`src/rtl/fnd_pkg.sv`:
```
// Shared constants and types for the 4-digit 7-segment scan controller:
// segment codes, packed time-word layout and per-field range limits.
package fnd_pkg;

  // Active-low segment codes {dp, g..a}, dp off.
  localparam logic [7:0] SEG_0     = 8'hC0;
  localparam logic [7:0] SEG_1     = 8'hF9;
  localparam logic [7:0] SEG_2     = 8'hA4;
  localparam logic [7:0] SEG_3     = 8'hB0;
  localparam logic [7:0] SEG_4     = 8'h99;
  localparam logic [7:0] SEG_5     = 8'h92;
  localparam logic [7:0] SEG_6     = 8'h82;
  localparam logic [7:0] SEG_7     = 8'hF8;
  localparam logic [7:0] SEG_8     = 8'h80;
  localparam logic [7:0] SEG_9     = 8'h90;
  localparam logic [7:0] SEG_DASH  = 8'hBF;
  localparam logic [7:0] SEG_BLANK = 8'hFF;

  localparam int unsigned MSEC_LSB = 0;
  localparam int unsigned SEC_LSB  = 7;
  localparam int unsigned MIN_LSB  = 13;
  localparam int unsigned HOUR_LSB = 19;

  localparam int unsigned MSEC_W = 7;
  localparam int unsigned SEC_W  = 6;
  localparam int unsigned MIN_W  = 6;
  localparam int unsigned HOUR_W = 5;

  localparam logic [MSEC_W-1:0] MSEC_MAX = 7'd99;
  localparam logic [SEC_W-1:0]  SEC_MAX  = 6'd59;
  localparam logic [MIN_W-1:0]  MIN_MAX  = 6'd59;
  localparam logic [HOUR_W-1:0] HOUR_MAX = 5'd23;

  // Decimal point is lit for the first half of each second.
  localparam logic [MSEC_W-1:0] DP_MSEC_LIMIT = 7'd50;

  // Packed layout matches {hour[23:19], min[18:13], sec[12:7], msec[6:0]}.
  typedef struct packed {
    logic [HOUR_W-1:0] hour;
    logic [MIN_W-1:0]  min;
    logic [SEC_W-1:0]  sec;
    logic [MSEC_W-1:0] msec;
  } time_word_t;

  typedef enum logic [1:0] {
    SLOT_0 = 2'd0,
    SLOT_1 = 2'd1,
    SLOT_2 = 2'd2,
    SLOT_3 = 2'd3
  } slot_e;

endpackage

```
`src/rtl/fnd_scan_controller_if.sv`:
```
// Time-word input and segment/digit output bundle of the display scan stage.
interface fnd_scan_controller_if;

  logic [23:0] fnd_in_data;
  logic        sel_display;
  logic [3:0]  fnd_digit;
  logic [7:0]  fnd_data;

  modport master (
    output fnd_in_data,
    output sel_display,
    input  fnd_digit,
    input  fnd_data
  );

  modport slave (
    input  fnd_in_data,
    input  sel_display,
    output fnd_digit,
    output fnd_data
  );

endinterface

```
`src/rtl/fnd_seg_decoder.sv`:
```
// Combinational 4-bit digit to active-low 7-segment (g..a) decoder with
// dash and blank overrides; the decimal point is handled by the caller.
module fnd_seg_decoder
  import fnd_pkg::*;
(
  input  logic [3:0] value,
  input  logic       dash,
  input  logic       blank,
  output logic [6:0] seg
);

  always_comb begin
    seg = SEG_BLANK[6:0];
    if (blank) begin
      seg = SEG_BLANK[6:0];
    end else if (dash) begin
      seg = SEG_DASH[6:0];
    end else begin
      case (value)
        4'd0:    seg = SEG_0[6:0];
        4'd1:    seg = SEG_1[6:0];
        4'd2:    seg = SEG_2[6:0];
        4'd3:    seg = SEG_3[6:0];
        4'd4:    seg = SEG_4[6:0];
        4'd5:    seg = SEG_5[6:0];
        4'd6:    seg = SEG_6[6:0];
        4'd7:    seg = SEG_7[6:0];
        4'd8:    seg = SEG_8[6:0];
        4'd9:    seg = SEG_9[6:0];
        default: seg = SEG_BLANK[6:0];
      endcase
    end
  end

endmodule

```
`src/rtl/fnd_scan_controller.sv`:
```
// 4-digit common-anode scan controller: per-frame snapshot, BCD split,
// anti-ghost blanking, dp blink. Optional macro FND_LEAD_ZERO_BLANK_EN.
module fnd_scan_controller
  import fnd_pkg::*;
#(
  parameter int unsigned SCAN_DIV  = 100_000,
  parameter int unsigned BLANK_CYC = 1_000    // must be < SCAN_DIV
) (
  input  logic                        clk,
  input  logic                        reset,
  fnd_scan_controller_if.slave        bus
);

  localparam int unsigned CNT_W = (SCAN_DIV > 1) ? $clog2(SCAN_DIV) : 1;
  localparam logic [CNT_W-1:0] CNT_LAST  = CNT_W'(SCAN_DIV - 1);
  localparam logic [CNT_W-1:0] CNT_BLANK = CNT_W'(BLANK_CYC);

  logic [CNT_W-1:0] prescaler;
  slot_e            scan_idx;
  time_word_t       snap;
  logic             snap_sel;
  logic [3:0]       fnd_digit_q;
  logic [7:0]       fnd_data_q;

  logic             slot_tick;
  logic [1:0]       idx_inc;
  logic [6:0]       field;
  logic             field_ok;
  logic [3:0]       tens;
  logic [3:0]       ones;
  logic [3:0]       digit_val;
  logic             lead_blank;
  logic             dp_lit;
  logic [6:0]       seg;
  logic             in_blank;
  logic [3:0]       digit_nxt;
  logic [7:0]       data_nxt;

  assign slot_tick = (prescaler == CNT_LAST);
  assign idx_inc   = scan_idx + 2'd1;
  assign in_blank  = (prescaler < CNT_BLANK);

  // Snapshot is taken on the tick that starts slot 0, so all four digits of
  // a frame are decoded from the same time word.
  always_ff @(posedge clk or negedge reset) begin
    if (!reset) begin
      prescaler   <= '0;
      scan_idx    <= SLOT_0;
      snap        <= '0;
      snap_sel    <= 1'b0;
      fnd_digit_q <= '1;
      fnd_data_q  <= '1;
    end else begin
      prescaler <= slot_tick ? '0 : prescaler + 1'b1;
      if (slot_tick) begin
        scan_idx <= slot_e'(idx_inc);
        if (scan_idx == SLOT_3) begin
          snap     <= time_word_t'(bus.fnd_in_data);
          snap_sel <= bus.sel_display;
        end
      end
      fnd_digit_q <= digit_nxt;
      fnd_data_q  <= data_nxt;
    end
  end

  // Upper slot bit picks the field pair's left field, lower bit picks tens.
  always_comb begin
    field    = '0;
    field_ok = 1'b1;
    case ({snap_sel, scan_idx[1]})
      2'b00: begin
        field    = snap.msec;
        field_ok = (snap.msec <= MSEC_MAX);
      end
      2'b01: begin
        field    = {1'b0, snap.sec};
        field_ok = (snap.sec <= SEC_MAX);
      end
      2'b10: begin
        field    = {1'b0, snap.min};
        field_ok = (snap.min <= MIN_MAX);
      end
      default: begin
        field    = {2'b00, snap.hour};
        field_ok = (snap.hour <= HOUR_MAX);
      end
    endcase
    tens      = 4'(field / 7'd10);
    ones      = 4'(field % 7'd10);
    digit_val = scan_idx[0] ? tens : ones;
  end

`ifdef FND_LEAD_ZERO_BLANK_EN
  assign lead_blank = (scan_idx == SLOT_3) && field_ok && (tens == 4'd0);
`else
  assign lead_blank = 1'b0;
`endif

  assign dp_lit = (scan_idx == SLOT_2) && (snap.msec < DP_MSEC_LIMIT);

  fnd_seg_decoder u_seg_decoder (
    .value (digit_val),
    .dash  (!field_ok),
    .blank (lead_blank),
    .seg   (seg)
  );

  always_comb begin
    digit_nxt = '1;
    data_nxt  = SEG_BLANK;
    if (!in_blank) begin
      digit_nxt = ~(4'b0001 << scan_idx);
      data_nxt  = {~dp_lit, seg};
    end
  end

  assign bus.fnd_digit = fnd_digit_q;
  assign bus.fnd_data  = fnd_data_q;

endmodule

```
`src/flat_wrapper.sv`:
```
// flat-port wrapper written by rule: the top's interface ports become plain ports
module fnd_scan_controller_flat import fnd_pkg::*;
#(
  parameter int unsigned SCAN_DIV  = 100_000,
  parameter int unsigned BLANK_CYC = 1_000                         
)
  (clk, reset, bus_fnd_in_data, bus_sel_display, bus_fnd_digit, bus_fnd_data);
  fnd_scan_controller_if bus_i ();
  input  logic clk;
  input  logic reset;
  input wire logic [$bits(bus_i.fnd_in_data)-1:0] bus_fnd_in_data;
  input wire logic [$bits(bus_i.sel_display)-1:0] bus_sel_display;
  output wire logic [$bits(bus_i.fnd_digit)-1:0] bus_fnd_digit;
  output wire logic [$bits(bus_i.fnd_data)-1:0] bus_fnd_data;
  assign bus_i.fnd_in_data = bus_fnd_in_data;
  assign bus_i.sel_display = bus_sel_display;
  assign bus_fnd_digit = bus_i.fnd_digit;
  assign bus_fnd_data = bus_i.fnd_data;
  fnd_scan_controller #(.SCAN_DIV(SCAN_DIV), .BLANK_CYC(BLANK_CYC)) u_core (.clk(clk), .reset(reset), .bus(bus_i));
endmodule
```
`config.mk`:
```
export PLATFORM = sky130hd
export DESIGN_NAME = fnd_scan_controller_flat
export DESIGN_NICKNAME = d
export VERILOG_FILES = /design/src/rtl/fnd_pkg.sv /design/src/rtl/fnd_scan_controller_if.sv /design/src/rtl/fnd_seg_decoder.sv /design/src/rtl/fnd_scan_controller.sv /design/src/flat_wrapper.sv
export SDC_FILE = /design/constraint.sdc
export NUM_CORES = 1
export LEC_CHECK = 0
export ABC_AREA = 1
export CAP_MARGIN = 20
export CORE_MARGIN = 4
export CORE_UTILIZATION = 55
export CTS_CLUSTER_DIAMETER = 50
export DETAILED_ROUTE_END_ITERATION = 7
export PLACE_DENSITY = 0.86
export REMOVE_ABC_BUFFERS = 1
export SLEW_MARGIN = 0
export SYNTH_ARGS = -nofsm -noshare
export SYNTH_HDL_FRONTEND = slang
export SYNTH_SLANG_ARGS = --single-unit
```
`constraint.sdc`:
```
create_clock -name clk -period 3.6 [get_ports clk]
set_input_delay 0.54 -clock clk [delete_from_list [all_inputs] [get_ports clk]]
set_output_delay 0.54 -clock clk [all_outputs]
set_load 0.05 [all_outputs]
```
After elaboration in Yosys (flattened, before gate mapping)
Memories as Yosys holds them, arrays and structs flattened.
Index checks and enable logic that the tools add are counted.
{"block": "totals", "reg_bits": 56, "rom_bits": 112, "out_inout_bits": 12, "elab_cells": 38, "n_memories": 1}
{"name": "(name not given)", "depth": 16, "word_bits": 7, "read_ports": 1, "rd_clocked_by_memory_dff": 0, "write_ports": 0, "line": "fnd_seg_decoder.sv:19", "rtl": "case (value)"}
{"block": "classes", "n_addsub": 2, "div_mod_pow": 2, "order_cmp": 6, "eq_ne": 5, "shift": 1, "n_mux": 7, "bitwise": 2, "reduce_logical": 3}
{"op": "7-bit one-hot mux with 3 select lines", "n": 1}
{"op": "17-bit by 1-bit adder with 17-bit output (second input constant)", "n": 1}
{"op": "17-bit == test (second input constant)", "n": 1}
{"op": "17-bit by 10-bit < comparator with 1-bit output (second input constant)", "n": 1}
{"op": "17-bit two-way mux", "n": 1}
{"op": "6-bit <= comparator (second input constant)", "n": 2}
{"op": "4-bit two-way mux", "n": 2}
{"op": "8-bit two-way mux", "n": 1}
{"op": "7-bit by 4-bit divider with 7-bit output (second input constant)", "n": 1}
{"op": "7-bit <= comparator (second input constant)", "n": 1}
{"op": "7-bit by 6-bit < comparator with 1-bit output (second input constant)", "n": 1}
{"op": "7-bit by 4-bit remainder unit with 7-bit output (second input constant)", "n": 1}
{"op": "7-bit two-way mux", "n": 1}
{"op": "2-bit == test (second input constant)", "n": 3}
{"op": "5-bit <= comparator (second input constant)", "n": 1}
{"op": "4-bit NOT", "n": 1}
{"op": "1-bit by 2-bit left shift with 4-bit output (first input constant)", "n": 1}
{"op": "1-bit one-hot mux with 3 select lines", "n": 1}
{"op": "2-bit by 1-bit adder with 2-bit output (second input constant)", "n": 1}
{"op": "2-bit by 1-bit == test with 1-bit output (second input constant)", "n": 1}
{"op": "2-bit zero test", "n": 1}
{"op": "2-bit AND reduction", "n": 1}
{"op": "1-bit logical AND", "n": 1}
{"op": "1-bit NOT", "n": 1}

Depth between registers and ports, before layout
An unclocked memory read counts as a cell.
{"block": "depth", "ltp_word": 7, "mapped_depth": 31, "depth_no_buf": 30}

By module
A second synthesis with hierarchy kept.
{"block": "unflattened", "hier_cells": 369, "area_unflattened_um2": 3199.3}
{"module": "fnd_scan_controller", "n_inst": 1, "cells_each": 331, "area_per_inst_um2": 2979.1, "seq_area_each_um2": 1416.4}
{"module": "fnd_seg_decoder", "n_inst": 1, "cells_each": 38, "area_per_inst_um2": 220.2, "seq_area_each_um2": 0.0}

Worst setup path after synthesis
No wires, ideal clock.
{"block": "synth_timing", "path_kind": "register to register", "startpoint": "register u_core.scan_idx[1]", "endpoint": "register u_core.fnd_data_q[6] (netlist: u_core.bus.fnd_data[6])", "t_arrival_ns": 3.125, "path_slack_ns": 0.396, "path_stages_with_launch": 30, "cell_sequence": "dfrtp_1 buf_6 nand2_1 clkinv_1 nand2_1 nand4_2 inv_2 nand3_2 nand2_2 nand2_2 nand2_1 nand3_2 nand2_2 nand2_2 nand2_1 nand2_1 inv_1 ha_1 inv_1 nand3_2 nand3_2 o21ai_0 inv_1 ha_1 inv_1 nand3_1 nand3_1 nand2_1 nand2_1 nand2_1"}
{"block": "synth_via", "elab_chain_cells": 7, "elab_cells_between_ends": 11}
{"item": "start, declared", "line": "fnd_scan_controller.sv:19", "rtl": "slot_e scan_idx;"}
{"item": "start signal, assigned", "line": "fnd_scan_controller.sv:56", "rtl": "scan_idx <= slot_e'(idx_inc);"}
{"item": "2-bit == test (tied with other cells)", "line": "fnd_scan_controller.sv:71", "rtl": "case ({snap_sel, scan_idx[1]})"}
{"item": "7-bit one-hot mux with 3 select lines", "line": "fnd_scan_controller.sv:71"}
{"item": "7-bit by 4-bit remainder unit with 7-bit output / 7-bit by 4-bit divider with 7-bit output (equally long branches)", "line": "fnd_scan_controller.sv:90, fnd_scan_controller.sv:89"}
{"item": "4-bit two-way mux", "line": "fnd_scan_controller.sv:91", "rtl": "digit_val = scan_idx[0] ? tens : ones;"}
{"item": "memory read 16 x 7 bit"}
{"item": "7-bit two-way mux *", "line": "fnd_seg_decoder.sv:16", "rtl": "end else if (dash) begin"}
{"item": "8-bit two-way mux *", "line": "fnd_scan_controller.sv:112", "rtl": "if (!in_blank) begin"}
{"item": "net u_core.data_nxt[6]", "line": "fnd_scan_controller.sv:37", "rtl": "logic [7:0] data_nxt;"}
{"item": "end signal, assigned", "line": "fnd_scan_controller.sv:63", "rtl": "fnd_data_q <= data_nxt;"}
{"item": "end, declared", "line": "fnd_scan_controller.sv:23", "rtl": "logic [7:0] fnd_data_q;"}
The timed path passes the listed nets; every way through them passes the cells marked *.
A chain may end at the register's enable or synchronous reset.

Worst setup path after layout
{"block": "layout_timing", "startpoint": "register u_core.snap_sel", "endpoint": "register u_core.fnd_data_q[0] (netlist: u_core.bus.fnd_data[0])"}
{"block": "layout_via", "elab_chain_cells": 7, "elab_cells_between_ends": 11}
{"item": "start, declared", "line": "fnd_scan_controller.sv:21", "rtl": "logic snap_sel;"}
{"item": "start signal, assigned", "line": "fnd_scan_controller.sv:59", "rtl": "snap_sel <= bus.sel_display;"}
{"item": "2-bit == test (tied with other cells)", "line": "fnd_scan_controller.sv:71"}
{"item": "7-bit one-hot mux with 3 select lines", "line": "fnd_scan_controller.sv:71"}
{"item": "7-bit by 4-bit remainder unit with 7-bit output / 7-bit by 4-bit divider with 7-bit output (equally long branches)", "line": "fnd_scan_controller.sv:90, fnd_scan_controller.sv:89"}
{"item": "4-bit two-way mux", "line": "fnd_scan_controller.sv:91"}
{"item": "memory read 16 x 7 bit"}
{"item": "7-bit two-way mux *", "line": "fnd_seg_decoder.sv:16"}
{"item": "8-bit two-way mux *", "line": "fnd_scan_controller.sv:112"}
{"item": "net u_core.data_nxt[0]", "line": "fnd_scan_controller.sv:37"}
Marked as above.

==> out/qor.yml <==
synthesis:
  yosys-top-cells-area: "dfrtp_1 (35%), nand2_1 (10%), dfstp_2 (10%), mux2_2 (9.0%), inv_1 (5.0%)"
  synthTopCellsByCount: "nand2_1 (86), dfrtp_1 (44), inv_1 (42)"
  ys_warn_count: 0
  yosysMostFrequentCell: "nand2_1"
  ys_types: 40
  postSynthCellCount: 350
  synth_seq_area_share: 0.453
  ys.flop_type: "dfrtp_1"
  async_flop_share: 1.00
  synth_top_area_cell: "dfrtp_1"
  synth_top_area_share: 0.352
  synth-seq-cells: 56
  synth_edf_count: 0
  syn_area_sq_mm: 0.00313
  syn_area_per_cell_sq_um: 8.93
floorplan:
  coreArea_sq_mm: 0.00551
  die_y_um: 83.4
  rows: 27
  die_area_sq_mm: 0.00695
  io_pins: 39
  start_util: 0.568
  die_width_um: 83.4
grt:
  overflow: 0
  met1_usage: 0.266
  grt_usage: 0.201
  antenna_found_initial: 0
  grt_use_met2: 0.343
  grtUsageMet3: 0.0278
  grt_pass1_wl_um: 11600
  grt-busiest-layer: "met2"
  first_global_vias: 2553
  grt_max_degree: 35
timing:
  fin_hold_ws_ns: 0.284
  period_minus_slack_ns: 3.37
  finalSetupViolCount: 0
  final-hold-violation-count: 0
  skew_ns: 0.00691
  relSlewSlack: 0.524
  tightest_slew_ns: 0.715
  fmax_mhz: 297
  slew_viol_final: 0
  setup_tns_ns: 0
  fin_ws_ns: 0.232
  fin_crit_sh: 0.936
layout:
  finalNonFillerCells: 473
  stdcell_area_sq_mm: 0.00378
  nets: 438
  syn_to_final_growth_pct: 21.0
  antenna_cells: 0
  fillerInstances: 404
  seq_area_sq_mm: 0.00142
  postLayoutCoreUtil: 0.687
  drive_above_1_share: 0.232
  multi_input_area_sq_mm: 0.00154
critical_path:
  end_kind: "flop"
  worst-r2r-setup-slack_ns: 0.23
  cp.required_ns: 3.83
  crit_top_cell: "nand2_1"
  startpoint_type: "flop"
  slowest_stage: "dfrtp_2"
  slowest_delay_ns: 0.47
  critical_path_class: "reg2reg"
  r2r-end: "u_core.bus.fnd_data[0]"
  crit_fanout: 6
  worstPathArrival_ns: 3.60
  rr_startpoint: "u_core.snap_sel"
  worstRegToRegCells: 29
placed_design:
  port_buffers: 38
  dp.cells: 460
  dp_slack_ns: 0.100
  placed_area_sq_mm: 0.00359
  hpwlAfterDp_um: 5060
  routabilityCongestion: 0.904
clocking:
  cts_made_buffers: 5
  h-tree-depth: 2
  clockBufferDepth: 2
  cts.sinks: 56
  clock_latency_ns: 0.30
  clk_pin_slew_ns: 0.09
  cts_tree: "done"
  root_buffer: "clkbuf_8"
routing:
  drcViolationCount: 0
  wl_per_cell_um: 14.2
  routed_wl_um: 6700
  dr.pass1.iters: 5
  vias: 2594
  drtAntennaViolNets: 0
  via_per_inst: 5.48
  drtIter0Drc: 226
pwr:
  leakage_nw: 1.78
  swShare: 0.283
  vdd_drop_max_mv: 0.171
  power_frac_comb: 0.221
  p_switching_mw: 0.391
  clkPwrFrac: 0.303
  seq_power_share: 0.476
  power_mw: 1.38
  p_per_area_mw_per_mm2: 365
  power.internal_mw: 0.989
flow_run:
  drv_cap: 0
min_path:
  min_path_type: "in2async"
run_status:
  status: "completed"
-- cell usage in the layout, fill, tap and decap left out, types with 3 or more instances in the layout --
master           netlist  routed
clkbuf_8               0       6
o21ai_0                8       7
o211ai_1               3       3
clkdlybuf4s50_1        0      37
dfstp_2               12      12
nor2_1                15      15
ha_1                  11      10
mux2_2                25      25
a21oi_1                9       9
nand2_1               86      86
xor2_1                 3       3
nand3_2                8       7
dfrtp_1               44      42
nor4_1                 3       3
inv_1                 42      41
buf_4                  0       8
inv_2                  4       6
nor3_1                 9       9
nand2_4                2       3
nand2_2                8       7
nand3_1               26      25
nand4_1                3       3
-- flip-flops by register name, indices dropped and copies added (netlist names) --
signal / count
u_core.snap: 24
u_core.snap_sel: 1
u_core.bus.fnd_digit: 4
u_core.bus.fnd_data: 8
u_core.prescaler: 17
u_core.scan_idx: 2
-- worst max-delay path, delay by kind of cell (launching register included) --
family                     cells  cell delay, ns
and+or+nand+nor               19            1.76
buffers and inverters          7            0.62
DFF                            1            0.47
adders and majority gates      2            0.39
AOI/OAI and AO/OA              1            0.08
-- final cells by class --
class | count | share of cell area
clock inverter | 2 | 0.00893
clock buffer | 6 | 0.0218
multi-input combinational | 243 | 0.408
tap | 72 | 0.0238
inverter | 48 | 0.0476
sequential | 56 | 0.375
timing repair buffer | 46 | 0.115
-- worst max-delay path by stage --
stage                             startpoint                endpoint  cells after the start
after floorplan           u_core.scan_idx[1]  u_core.bus.fnd_data[6]                     28
after global placement    u_core.scan_idx[1]  u_core.bus.fnd_data[6]                     28
after detailed placement  u_core.scan_idx[1]  u_core.bus.fnd_data[6]                     28
after CTS                 u_core.scan_idx[1]  u_core.bus.fnd_data[6]                     28
after global routing         u_core.snap_sel  u_core.bus.fnd_data[0]                     29
final                        u_core.snap_sel  u_core.bus.fnd_data[0]                     29
-- per-layer routing --
metal | wire length, um | share of wire | vias up
li1 | - | - | 1248
met1 | 2850 | 0.42 | 1209
met2 | 3320 | 0.49 | 124
met3 | 412 | 0.061 | 13
met4 | 125 | 0.019 | 0
met5 | 0 | 0 | -
-- power by group through the flow --
| stage | Clock (mW) | Combinational (mW) | Sequential (mW) |
|---|---|---|---|
| global placement | 0 | 0.268 | 0.668 |
| detailed placement | 0 | 0.282 | 0.668 |
| finish | 0.418 | 0.305 | 0.657 |
| global route | 0.458 | 0.340 | 0.659 |
| floorplan | 0 | 0.200 | 0.663 |
| CTS | 0.434 | 0.283 | 0.657 |
-- logic make-up after synthesis --
kind of cell	synth area share
AO/OA/AOI/OAI	0.0765
adder cells (fa/ha/maj)	0.0440
XOR/XNOR	0.00841
multiplexers	0.0901
AND/OR/NAND/NOR	0.264
buffers and inverters	0.0637
flip-flops	0.453
-- repair_timing --
action	in CTS	in global routing
setup endpoints to repair	0	7
hold endpoints to repair	0	0
buffers inserted	0	5
resized for setup	0	11
hold buffers	0	0
Note: power is estimated with default switching activity, not from simulation.
